## config.mk

```make
export PLATFORM = sky130hd
export DESIGN_NAME = pc_unit
export DESIGN_NICKNAME = d
export VERILOG_FILES = /design/src/rtl/pc_unit.sv
export SDC_FILE = /design/constraint.sdc
export NUM_CORES = 1
export LEC_CHECK = 0
export ABC_AREA = 1
export BUFFER_PORTS_ARGS = -buffer_cell sky130_fd_sc_hd__buf_2
export CORE_UTILIZATION = 51
export CTS_BUF_LIST = sky130_fd_sc_hd__clkbuf_4
export CTS_CLUSTER_SIZE = 14
export DETAILED_ROUTE_END_ITERATION = 7
export PLACE_DENSITY = 0.92
export SLEW_MARGIN = 20
export SYNTH_ARGS = -nofsm -noshare
export SYNTH_HDL_FRONTEND = slang
export SYNTH_SLANG_ARGS = --single-unit
```

## constraint.sdc

```tcl
create_clock -name clk -period 1.8 [get_ports clk]
set_input_delay 0.36 -clock clk [delete_from_list [all_inputs] [get_ports clk]]
set_output_delay 0.36 -clock clk [all_outputs]
set_load 0.03 [all_outputs]
```

## src/rtl/pc_unit.sv

```systemverilog
// Program counter with optional hardware return-address stack.
// Define PC_RET_STACK_EN to build the stack and full call/ret behaviour.
module pc_unit #(
    parameter int unsigned      WIDTH        = 16,
    parameter int unsigned      DEPTH        = 4,
    parameter logic [WIDTH-1:0] RESET_VECTOR = '0
) (
    input  logic             clk,
    input  logic             rst_n,
    input  logic             stall,
    input  logic             load,
    input  logic [WIDTH-1:0] load_addr,
    input  logic             call,
    input  logic             ret,
    output logic [WIDTH-1:0] pc,
    output logic             stk_empty,
    output logic             stk_full,
    output logic             stk_err
);

    localparam logic [WIDTH-1:0] ONE = {{(WIDTH-1){1'b0}}, 1'b1};

    logic [WIDTH-1:0] pc_inc;
    logic [WIDTH-1:0] pc_nxt;

    assign pc_inc = pc + ONE;

`ifdef PC_RET_STACK_EN
    localparam int unsigned     AW       = $clog2(DEPTH);
    localparam int unsigned     CW       = $clog2(DEPTH + 1);
    localparam logic [CW-1:0]   CNT_ONE  = CW'(1);
    localparam logic [CW-1:0]   CNT_LAST = CW'(DEPTH - 1);

    typedef enum logic [1:0] {EMPTY, PARTIAL, FULL} state_t;

    state_t           state, state_nxt;
    logic [CW-1:0]    count, count_nxt;
    logic             err, err_nxt;
    logic             push;
    logic [AW-1:0]    top_idx;
    logic [AW-1:0]    push_idx;
    logic [WIDTH-1:0] stack [DEPTH];

    // Top of stack sits at count-1; the next free slot is at count.
    assign top_idx  = AW'(count - CNT_ONE);
    assign push_idx = AW'(count);

    always_comb begin
        pc_nxt    = pc;
        state_nxt = state;
        count_nxt = count;
        err_nxt   = err;
        push      = 1'b0;
        if (!stall) begin
            if (ret) begin
                if (state != EMPTY) begin
                    pc_nxt    = stack[top_idx];
                    count_nxt = count - CNT_ONE;
                    state_nxt = (count == CNT_ONE) ? EMPTY : PARTIAL;
                end else begin
                    pc_nxt  = pc_inc;
                    err_nxt = 1'b1;
                end
            end else if (call) begin
                pc_nxt = load_addr;
                if (state != FULL) begin
                    push      = 1'b1;
                    count_nxt = count + CNT_ONE;
                    state_nxt = (count == CNT_LAST) ? FULL : PARTIAL;
                end else begin
                    err_nxt = 1'b1;
                end
            end else if (load) begin
                pc_nxt = load_addr;
            end else begin
                pc_nxt = pc_inc;
            end
        end
    end

    always_ff @(posedge clk or negedge rst_n) begin
        if (!rst_n) begin
            state <= EMPTY;
            count <= '0;
            err   <= 1'b0;
        end else begin
            state <= state_nxt;
            count <= count_nxt;
            err   <= err_nxt;
        end
    end

    // Entries are don't-care after reset, so the array carries no reset.
    always_ff @(posedge clk) begin
        if (push) begin
            stack[push_idx] <= pc_inc;
        end
    end

    assign stk_empty = (state == EMPTY);
    assign stk_full  = (state == FULL);
    assign stk_err   = err;
`else
    logic ret_unused;

    // Without the stack, ret degenerates to increment and call to load.
    assign ret_unused = ret;

    always_comb begin
        pc_nxt = pc;
        if (!stall) begin
            if (load || call) begin
                pc_nxt = load_addr;
            end else begin
                pc_nxt = pc_inc;
            end
        end
    end

    assign stk_empty = 1'b1;
    assign stk_full  = 1'b0;
    assign stk_err   = 1'b0;
`endif

    always_ff @(posedge clk or negedge rst_n) begin
        if (!rst_n) begin
            pc <= RESET_VECTOR;
        end else begin
            pc <= pc_nxt;
        end
    end

endmodule

```

==> results of run 1 <==
## where the power goes
group | leakage (nW) | internal, mW | switching (mW)
Combinational | 0.521 | 0.123 | 0.260
Clock | 0.0138 | 0.0778 | 0.114
Sequential | 0.185 | 0.402 | 0.0614
Total | 0.720 | 0.603 | 0.435
## critical path: cells and delay by family (launching register included)
family / cells / cell delay (ns)
and+or+nand+nor: 7 / 0.64
DFF: 1 / 0.43
adders and majority gates: 1 / 0.25
## cell families (layout without fill, tap and decap cells)
kind of cell,after synthesis,in the layout,share of synthesized area
AO/OA/AOI/OAI,29,29,0.132
flip-flops,16,16,0.335
buffers and inverters,28,62,0.110
AND/OR/NAND/NOR,106,106,0.406
adder cells (fa/ha/maj),1,1,0.0105
other,2,3,0.00629
## worst max path at each step
| stage | end | slack (ns) | depth (start not counted) |
|---|---|---|---|
| after floorplan | pc[12]$_DFFE_PN0N_ | 0.28 | 8 |
| after CTS | pc[12]$_DFFE_PN0N_ | 0.39 | 8 |
| final | pc[14]$_DFFE_PN0N_ | 0.38 | 8 |
| after global placement | pc[14]$_DFFE_PN0N_ | 0.42 | 8 |
| after global routing | pc[14]$_DFFE_PN0N_ | 0.26 | 8 |
| after detailed placement | pc[14]$_DFFE_PN0N_ | 0.40 | 8 |
## routing by layer
layer / vias to the layer above / track usage
met1: 575 / 0.266
met5: - / 0
li1: 653 / -
met4: 0 / 0.0741
met2: 36 / 0.404
met3: 5 / 0.0364
## timing repair
action,CTS,global route
hold endpoints to repair,16,0
hold buffers,1,0
resized for setup,0,0
## through the flow
stage          setup WS [ns]  instance area, sq um
2_1_floorplan          0.276                  1200
3_3_place_gp           0.422                  1380
3_5_place_dp           0.401                  1380
4_1_cts                0.386                  1410
5_1_grt                0.260                  1410
6_report               0.385                  1410
## cell type report
type,count,area [sq um],area share
clock buffer,3,22.5,0.0160
inverter,19,71.3,0.0507
sequential,16,400,0.284
multi-input combinational,139,666,0.473
tap,28,35.0,0.0249
timing repair buffer,40,213,0.151
## synth_stat cells, types with 4 or more instances
cell     count
nand2_1     45
nor2_1      30
dfrtp_1     16
inv_1       16
nand3_1     15
a21oi_1     11
o21ai_1      8
nor2_2       4
o21ai_0      4
==> metrics.md, run 1 <==
| Metric | Value |
|---|---|
| Status | completed |
| Crit path kind | reg2reg |
| CTS Buffer Depth | 2 |
| # port buffers | 36 |
| Post-synth top area cell | dfrtp_1 |
| Async SR Flop Fraction | 1.00 |
| Static leakage | 0.720 nW |
| Total Nets Final | 242 |
| Detailed router's first-iteration violation count | 18 |
| Top layer reached by signal wires | met4 |
| Crit path max fanout | 5 |
| Worst EP required | 1.99 ns |
| Grt total ovfl | 0 |
| Post-layout util | 0.636 |
| Netlist cell types | 27 |
| Hold_ws | 0.308 ns |
| Die Y | 50.4 um |
| Largest net degree at the start of global routing | 24 |
| Layout cells sized above 1 | 0.258 |
| Final worst-path cycle share | 0.786 |
| Worst Hold Class | in2reg |
| Clock-pin slew on the worst setup and hold paths | 0.09 ns |
| Hold depth | 3 |
| N_diodes | 0 |
| Filler Cell Count | 220 |
| CP endpoint kind | flop |
| Most common cell after layout, fill and taps aside | nand2_1 |
| Max-cap violations | 0 |
| Worst path arrival time | 1.60 ns |
| Setup TNS | 0 ns |
| Via-per-instance ratio | 5.18 |
| EDFF count, synth | 0 |
| Crit-path most repeated cell | nand2_1 |
| Die Area | 2540 sq um |
| Post-Route WL | 2.62 mm |
| Worst path cell trace | ha_1 -> nand3_2 -> nor2_4 -> nand3_1 -> nand2_1 -> nand3_1 -> nand2_1 -> nand2_1 |
| CP startpoint | pc[0]$_DFFE_PN0N_ |
| R2R depth | 8 |
| Ys flop type | dfrtp_1 |
| Root Buffer | clkbuf_4 |
| Post-CTS setup buffers | 0 |
| Worst skew pair latency | 0.29 ns |
| Core area | 2210 sq um |
| Sink Count | 16 |
| Main area contributors after synthesis | dfrtp_1 34%, nand2_1 14%, nor2_1 9.4%, nand3_1 6.3%, inv_1 5.0% |
| TritonCTS Buffers | 3 |
| Met1 wire length | 1.24 mm |
| Fin crit period | 1.42 ns |
| CP max stage delay | 0.43 ns |
| Synth Register Bits | 16 |
| Reg-to-reg endpoint | pc[14]$_DFFE_PN0N_ |
| Routed met3 length | 113 um |
| Average cell area after synthesis | 6.56 sq um |
| Initial antenna violation count | 0 |
| CTS tree | done |
| First-pass GRT wire length | 4.39 mm |
| Hold_sp | load_addr[0] |
| Flop-to-flop setup slack | 0.38 ns |
| Worst Clk Skew | 0.00687 ns |
| Total Power | 1.04 mW |
| Max FFs per register | 16 |
| Worst ir drop on vdd | 0.535 mV |
| Met2 WL | 1.24 mm |
| Commonest cells after routing, fill and taps aside | 45 x nand2_1, 36 x buf_2, 30 x nor2_1 |
| Htree depth | 1 |
| Final-report setup violation count | 0 |
| Area overhead of the layout relative to synthesis | 17.9% |
| Antenna viol nets, final | 0 |
| DR WL/cell | 10.7 um |
| TritonRoute pass-1 iters | 4 |
| Share of the synthesized area in the top cell type | 0.335 |
| Die W | 50.4 um |
| RD Place Congestion | 0.798 |
| Largest regs | pc x16 |
| Tot GR Track Use | 0.224 |
| Startpoint types | flop |
| RSZ-0062 raised after global routing | no |
| Gate count of the mapped netlist | 182 |
| CP max stage cell | dfrtp_1 |
| Reg with most FFs | pc |
| Initial Util | 0.540 |
| Max Fclk | 0.707 GHz |
| Vias in the first global route | 1,071 |
| Fin cells | 245 |
| Reg-to-reg startpoint | pc[0]$_DFFE_PN0N_ |
| Cell Pwr Density | 738 nW/um^2 |
| DP HPWL | 1.95 mm |
| Via count | 1,269 |
| Dpl cells | 241 |
| I/O pin cnt | 41 |
| # rows | 17 |
| Final hold vios | 0 |
| Final-report max-slew violation count | 0 |
| Hold worst-path end | pc[0]$_DFFE_PN0N_ |
| YS warnings | 0 |
| # DRC | 0 |
| Cell Area, Synth | 1190 sq um |
| Seq/Total Area, Yosys | 0.335 |
Power figures use the tool's default switching activity.
==> inputs of run 2 (changes only) <==
--- a/config.mk
+++ b/config.mk
@@ -7,11 +7,11 @@
 export LEC_CHECK = 0
 export ABC_AREA = 1
 export BUFFER_PORTS_ARGS = -buffer_cell sky130_fd_sc_hd__buf_2
-export CORE_UTILIZATION = 51
+export CORE_UTILIZATION = 46
 export CTS_BUF_LIST = sky130_fd_sc_hd__clkbuf_4
 export CTS_CLUSTER_SIZE = 14
 export DETAILED_ROUTE_END_ITERATION = 7
-export PLACE_DENSITY = 0.92
+export PLACE_DENSITY = 0.88
 export SLEW_MARGIN = 20
 export SYNTH_ARGS = -nofsm -noshare
 export SYNTH_HDL_FRONTEND = slang
==> constraint.sdc (replaced) <==
create_clock -name clk -period 1.25 [get_ports clk]
set_input_delay 0.25 -clock clk [delete_from_list [all_inputs] [get_ports clk]]
set_output_delay 0.25 -clock clk [all_outputs]
set_load 0.03 [all_outputs]
==> metrics.md, run 2 (synthesized netlist as in run 1, its figures left out) <==
| Metric | Value |
|---|---|
| Largest regs | pc x16 |
| Die Y | 52.9 um (+5.1%) |
| CTS tree | done |
| Via count | 1,278 (+0.71%) |
| Largest net degree at the start of global routing | 31 (+29%) |
| Final worst-path cycle share | 1.05 (+0.259) |
| Clock-pin slew on the worst setup and hold paths | 0.10 ns (about the same) |
| Post-Route WL | 2.87 mm (+9.4%) |
| N_diodes | 0 (unchanged) |
| Vias in the first global route | 1,095 (+2.2%) |
| R2R depth | 8 (unchanged) |
| Reg-to-reg startpoint | pc[0]$_DFFE_PN0N_ |
| Hold_ws | 0.185 ns (-0.123 ns) |
| RD Place Congestion | 0.814 (+2.0%) |
| Initial antenna violation count | 0 (unchanged) |
| Max FFs per register | 16 (unchanged) |
| Worst EP required | 1.44 ns (-0.55 ns) |
| # DRC | 0 (unchanged) |
| Worst skew pair latency | 0.30 ns (about the same) |
| Hold_sp | load_addr[1] |
| First-pass GRT wire length | 4.59 mm (+4.6%) |
| Crit path kind | reg2reg |
| Flop-to-flop setup slack | -0.06 ns (-0.44 ns) |
| Final-report setup violation count | 6 (+6) |
| Post-layout util | 0.630 (-0.00583) |
| CP endpoint kind | flop |
| Final-report max-slew violation count | 0 (unchanged) |
| TritonCTS Buffers | 3 (unchanged) |
| Initial Util | 0.486 (-0.0534) |
| Sink Count | 16 (unchanged) |
| Worst Hold Class | in2reg |
| Hold depth | 3 (unchanged) |
| Reg with most FFs | pc |
| Fin crit period | 1.31 ns (-0.109 ns) |
| DP HPWL | 2.02 mm (+3.3%) |
| Grt total ovfl | 0 (unchanged) |
| CTS Buffer Depth | 2 (unchanged) |
| M3 GR Usage | 0.0316 (-0.00475) |
| Grt peak-use layer | met2 |
| # port buffers | 36 (unchanged) |
| Die Area | 2800 sq um (+10%) |
| RSZ-0062 raised after global routing | yes |
| Core area | 2450 sq um (+11%) |
| Via-per-instance ratio | 5.07 (-2.1%) |
| Worst ir drop on vdd | 0.603 mV (+13%) |
| Antenna viol nets, final | 0 (unchanged) |
| # rows | 18 (+1) |
| Layout cells sized above 1 | 0.365 (+0.107) |
| Die W | 52.9 um (+5.1%) |
| Dpl cells | 245 (+1.7%) |
| Crit path max fanout | 5 (unchanged) |
| DR WL/cell | 11.4 um (+6.3%) |
| Final hold vios | 0 (unchanged) |
| Fin cells | 252 (+2.9%) |
| TritonRoute pass-1 iters | 4 (unchanged) |
| Detailed router's first-iteration violation count | 26 (+8) |
| Cell Pwr Density | 1060 nW/um^2 (+43%) |
| Startpoint types | flop |
| Filler Cell Count | 226 (+2.7%) |
| I/O pin cnt | 41 (unchanged) |
| Static leakage | 0.759 nW (+5.5%) |
| Placed cell areas | 1440 sq um (+4.6%) |
| Setup TNS | -0.127 ns (-0.127 ns) |
| Worst Clk Skew | 0.0112 ns (+0.00433 ns) |
| Total Nets Final | 246 (+1.7%) |
| Max Fclk | 0.765 GHz (+8.3%) |
| Max-cap violations | 0 (unchanged) |
| Status | complete, but fails checks |
| Met1 usage | 0.279 (+0.0133) |
| Total Power | 1.63 mW (+57%) |
| Failing checks | setup timing |
| Tot GR Track Use | 0.226 (+0.00199) |
| Hold worst-path end | pc[1]$_DFFE_PN0N_ |
| Worst path arrival time | 1.49 ns (-0.11 ns) |
| Most common cell after layout, fill and taps aside | nand2_1 |
| Root Buffer | clkbuf_4 |
| Grt met2 use | 0.380 (-0.0247) |
| Commonest cells after routing, fill and taps aside | 43 x nand2_1, 34 x buf_2, 28 x nor2_1 |
| Area overhead of the layout relative to synthesis | 29.7% |
| Reg-to-reg endpoint | pc[13]$_DFFE_PN0N_ |
| Htree depth | 1 (unchanged) |
| Final Cell Area | 1550 sq um (+10%) |
| Post-placement setup slack | 0.000152 ns (-0.400 ns) |
| Final worst slack | -0.0563 ns (-0.441 ns) |
[run 2: layout make-up]
| cell class | instances | area [sq um] | share of cell area |
|---|---|---|---|
| multi-input cells | 139 | 727 | 0.470 |
| flip-flops and latches | 16 | 414 | 0.268 |
| repair buffers | 44 | 268 | 0.173 |
| inverters | 19 | 71.3 | 0.0461 |
| well taps | 30 | 37.5 | 0.0243 |
| clock buffers | 4 | 30.0 | 0.0194 |
[run 2: per-layer routing]
layer  vias up  share of wire
met1       577           0.45
li1        659              -
met4         0          0.017
met3         5          0.041
met5         -              0
met2        37           0.49
[run 2: how the worst max path moves through the flow]
stage | from | endpoint | slack [ns] | cells past startpoint
5_1_grt | pc[0]$_DFFE_PN0N_ | pc[12]$_DFFE_PN0N_ | -0.12 | 8
4_1_cts | pc[0]$_DFFE_PN0N_ | pc[14]$_DFFE_PN0N_ | -0.01 | 8
3_3_place_gp | pc[1]$_DFFE_PN0N_ | pc[14]$_DFFE_PN0N_ | 0.02 | 8
2_1_floorplan | pc[1]$_DFFE_PN0N_ | pc[14]$_DFFE_PN0N_ | -0.07 | 8
6_report | pc[0]$_DFFE_PN0N_ | pc[13]$_DFFE_PN0N_ | -0.06 | 8
3_5_place_dp | pc[0]$_DFFE_PN0N_ | pc[14]$_DFFE_PN0N_ | 0.0002 | 8
[run 2: where the power goes]
part           leakage (nW)  switching [mW]  internal [mW]
combinational         0.566           0.403          0.221
clock                0.0184           0.175          0.146
sequential            0.175          0.0998          0.588
total                 0.759           0.678          0.955
[run 2: worst max-delay path, cell delays in order (launching register included)]
cell and delay, ns:
dfrtp_2 0.45, buf_4 0.13, nand3_2 0.13, nor2_4 0.17
nand3_1 0.08, nand2_1 0.06, nand3_1 0.06, nand2_1 0.06
nand2_1 0.04
[run 2: what timing repair did]
action,CTS,global route
endpoints found under the hold margin,16,0
setup endpoints to repair,4,13
buffers inserted,0,2
pin swaps,1,5
cloned,0,0
resized for setup,3,12
hold buffers,1,0
==> inputs of run 3 (changes only) <==
--- a/config.mk
+++ b/config.mk
@@ -7,11 +7,13 @@
 export LEC_CHECK = 0
 export ABC_AREA = 1
 export BUFFER_PORTS_ARGS = -buffer_cell sky130_fd_sc_hd__buf_2
-export CORE_UTILIZATION = 46
+export CELL_PAD_IN_SITES_DETAIL_PLACEMENT = 2
+export CELL_PAD_IN_SITES_GLOBAL_PLACEMENT = 2
+export CORE_UTILIZATION = 24
 export CTS_BUF_LIST = sky130_fd_sc_hd__clkbuf_4
 export CTS_CLUSTER_SIZE = 14
 export DETAILED_ROUTE_END_ITERATION = 7
-export PLACE_DENSITY = 0.88
+export PLACE_DENSITY = 0.89
 export SLEW_MARGIN = 20
 export SYNTH_ARGS = -nofsm -noshare
 export SYNTH_HDL_FRONTEND = slang
==> metrics.md, run 3 (synthesized netlist as in run 1, its figures left out) <==
| Metric | Value |
|---|---|
| Status | complete, but fails checks |
| Failing checks | setup timing |
| Post-Route WL | 5.19 mm (+81%) |
| Final-report max-slew violation count | 0 (unchanged) |
| Die W | 72.5 um (+37%) |
| Via count | 1,449 (+13%) |
| Vias in the first global route | 1,508 (+38%) |
| Worst Hold Class | in2reg |
| RSZ-0062 raised after global routing | yes |
| Worst skew pair latency | 0.31 ns (about the same) |
| Placed cell areas | 1530 sq um (+6.5%) |
| Startpoint types | flop |
| I/O pin cnt | 41 (unchanged) |
| DR WL/cell | 17.2 um (+51%) |
| Final-report setup violation count | 15 (+9) |
| # DRC | 0 (unchanged) |
| Static leakage | 0.857 nW (+13%) |
| Flop-to-flop setup slack | -0.14 ns (-0.08 ns) |
| First-pass GRT wire length | 7.51 mm (+64%) |
| Max Fclk | 0.721 GHz (-5.8%) |
| # port buffers | 36 (unchanged) |
| Total Nets Final | 259 (+5.3%) |
| Post-layout util | 0.380 (-0.251) |
| DP HPWL | 3.09 mm (+53%) |
| Commonest cells after routing, fill and taps aside | 40 x nand2_1, 29 x buf_2, 26 x nor2_1 |
| Grt total ovfl | 0 (unchanged) |
| Post-placement setup slack | -0.0705 ns (-0.0707 ns) |
| Final worst-path cycle share | 1.11 (+0.0640) |
| Root Buffer | clkbuf_4 |
| Total Power | 1.89 mW (+16%) |
| Worst EP required | 1.45 ns (about the same) |
| Area overhead of the layout relative to synthesis | 51.3% |
| Crit path kind | reg2reg |
| Largest regs | pc x16 |
| Fin crit period | 1.39 ns (+0.0800 ns) |
| Setup TNS | -0.799 ns (-0.672 ns) |
| Final worst slack | -0.136 ns (-0.0800 ns) |
| Die Y | 72.5 um (+37%) |
| Max-cap violations | 0 (unchanged) |
| Worst path arrival time | 1.59 ns (+0.10 ns) |
| Layout cells sized above 1 | 0.443 (+0.0777) |
| CP endpoint kind | flop |
| Final hold vios | 0 (unchanged) |
| RD Place Congestion | 0.745 (-8.5%) |
| Core area | 4750 sq um (+94%) |
| Final Cell Area | 1810 sq um (+17%) |
| Crit path max fanout | 5 (unchanged) |
| CTS tree | done |
| Reg with most FFs | pc |
| Antenna viol nets, final | 0 (unchanged) |
| Max FFs per register | 16 (unchanged) |
| # rows | 25 (+7) |
| Initial Util | 0.251 (-0.235) |
| Initial antenna violation count | 0 (unchanged) |
| Die Area | 5260 sq um (+88%) |
| Sink Count | 16 (unchanged) |
| Worst ir drop on vdd | 0.424 mV (-30%) |
| Tot GR Track Use | 0.191 (-0.0344) |
| Clock-pin slew on the worst setup and hold paths | 0.11 ns (about the same) |
| Via-per-instance ratio | 4.80 (-5.4%) |
| Detailed router's first-iteration violation count | 35 (+35%) |
| Most common cell after layout, fill and taps aside | nand2_1 |
| Largest net degree at the start of global routing | 24 (-23%) |
| Cell Pwr Density | 1050 nW/um^2 (-0.96%) |
| Htree depth | 1 (unchanged) |
| Worst Clk Skew | 0.00884 ns (-0.00235 ns) |
| TritonRoute pass-1 iters | 4 (unchanged) |
| TritonCTS Buffers | 3 (unchanged) |
| CTS Buffer Depth | 2 (unchanged) |
| N_diodes | 0 (unchanged) |
## run 3: changes by cell type in the layout (fill, tap and decap cells not counted), sizes merged
cell / previous run / this run
clkbuf: 4 / 5
buf: 43 / 55
## run 3: per-stage QoR
step                hold WS, ns  instances
floorplan               -0.0456        183
global placement          0.207        285
detailed placement        0.209        285
CTS                       0.185        295
global route              0.197        302
finish                    0.201        302
## run 3: cell type report
cell class	instances	area, sq um
timing repair buffer	57	433
inverter	19	71.3
sequential	16	417
clock buffer	4	30.0
multi-input combinational	139	771
fill	598	2950
tap	67	83.8
## run 3: timing repair
action | in CTS | in global routing
endpoints found under the hold margin | 16 | 0
setup buffers | 5 | 7
hold buffers | 1 | 0
gates resized for setup | 24 | 19
pin swaps | 8 | 3
endpoints found under the setup margin | 13 | 22
## run 3: path summary, 6_finish.rpt
path	cells after the start	from	to
min in group asynchronous	2	rst_n	pc[5]$_DFFE_PN0N_
setup reg to reg	7	pc[5]$_DFFE_PN0N_	pc[10]$_DFFE_PN0N_
hold reg to reg	2	pc[14]$_DFFE_PN0N_	pc[14]$_DFFE_PN0N_
hold / removal	3	load_addr[1]	pc[1]$_DFFE_PN0N_
max in group asynchronous	2	rst_n	pc[10]$_DFFE_PN0N_
setup / recovery	7	pc[5]$_DFFE_PN0N_	pc[10]$_DFFE_PN0N_
## run 3: metal layers
| layer | GRT usage | wire length [um] |
|---|---|---|
| met3 | 0.0250 | 125 |
| met2 | 0.332 | 2740 |
| met4 | 0.0828 | 115 |
| met1 | 0.236 | 2210 |
| met5 | 0 | 0 |
## run 3: report_power, final
part | internal, mW | leakage, nW | switching (mW)
Sequential | 0.590 | 0.173 | 0.108
Combinational | 0.332 | 0.666 | 0.513
Clock | 0.147 | 0.0184 | 0.199
## run 3: critical path, stage by stage (launching register included)
cell	delay [ns]
dfrtp_2	0.44
nand2_1	0.15
nor2_1	0.24
nand2_4	0.09
o21ai_2	0.13
nand3_1	0.10
nand2_1	0.07
nand2_1	0.06
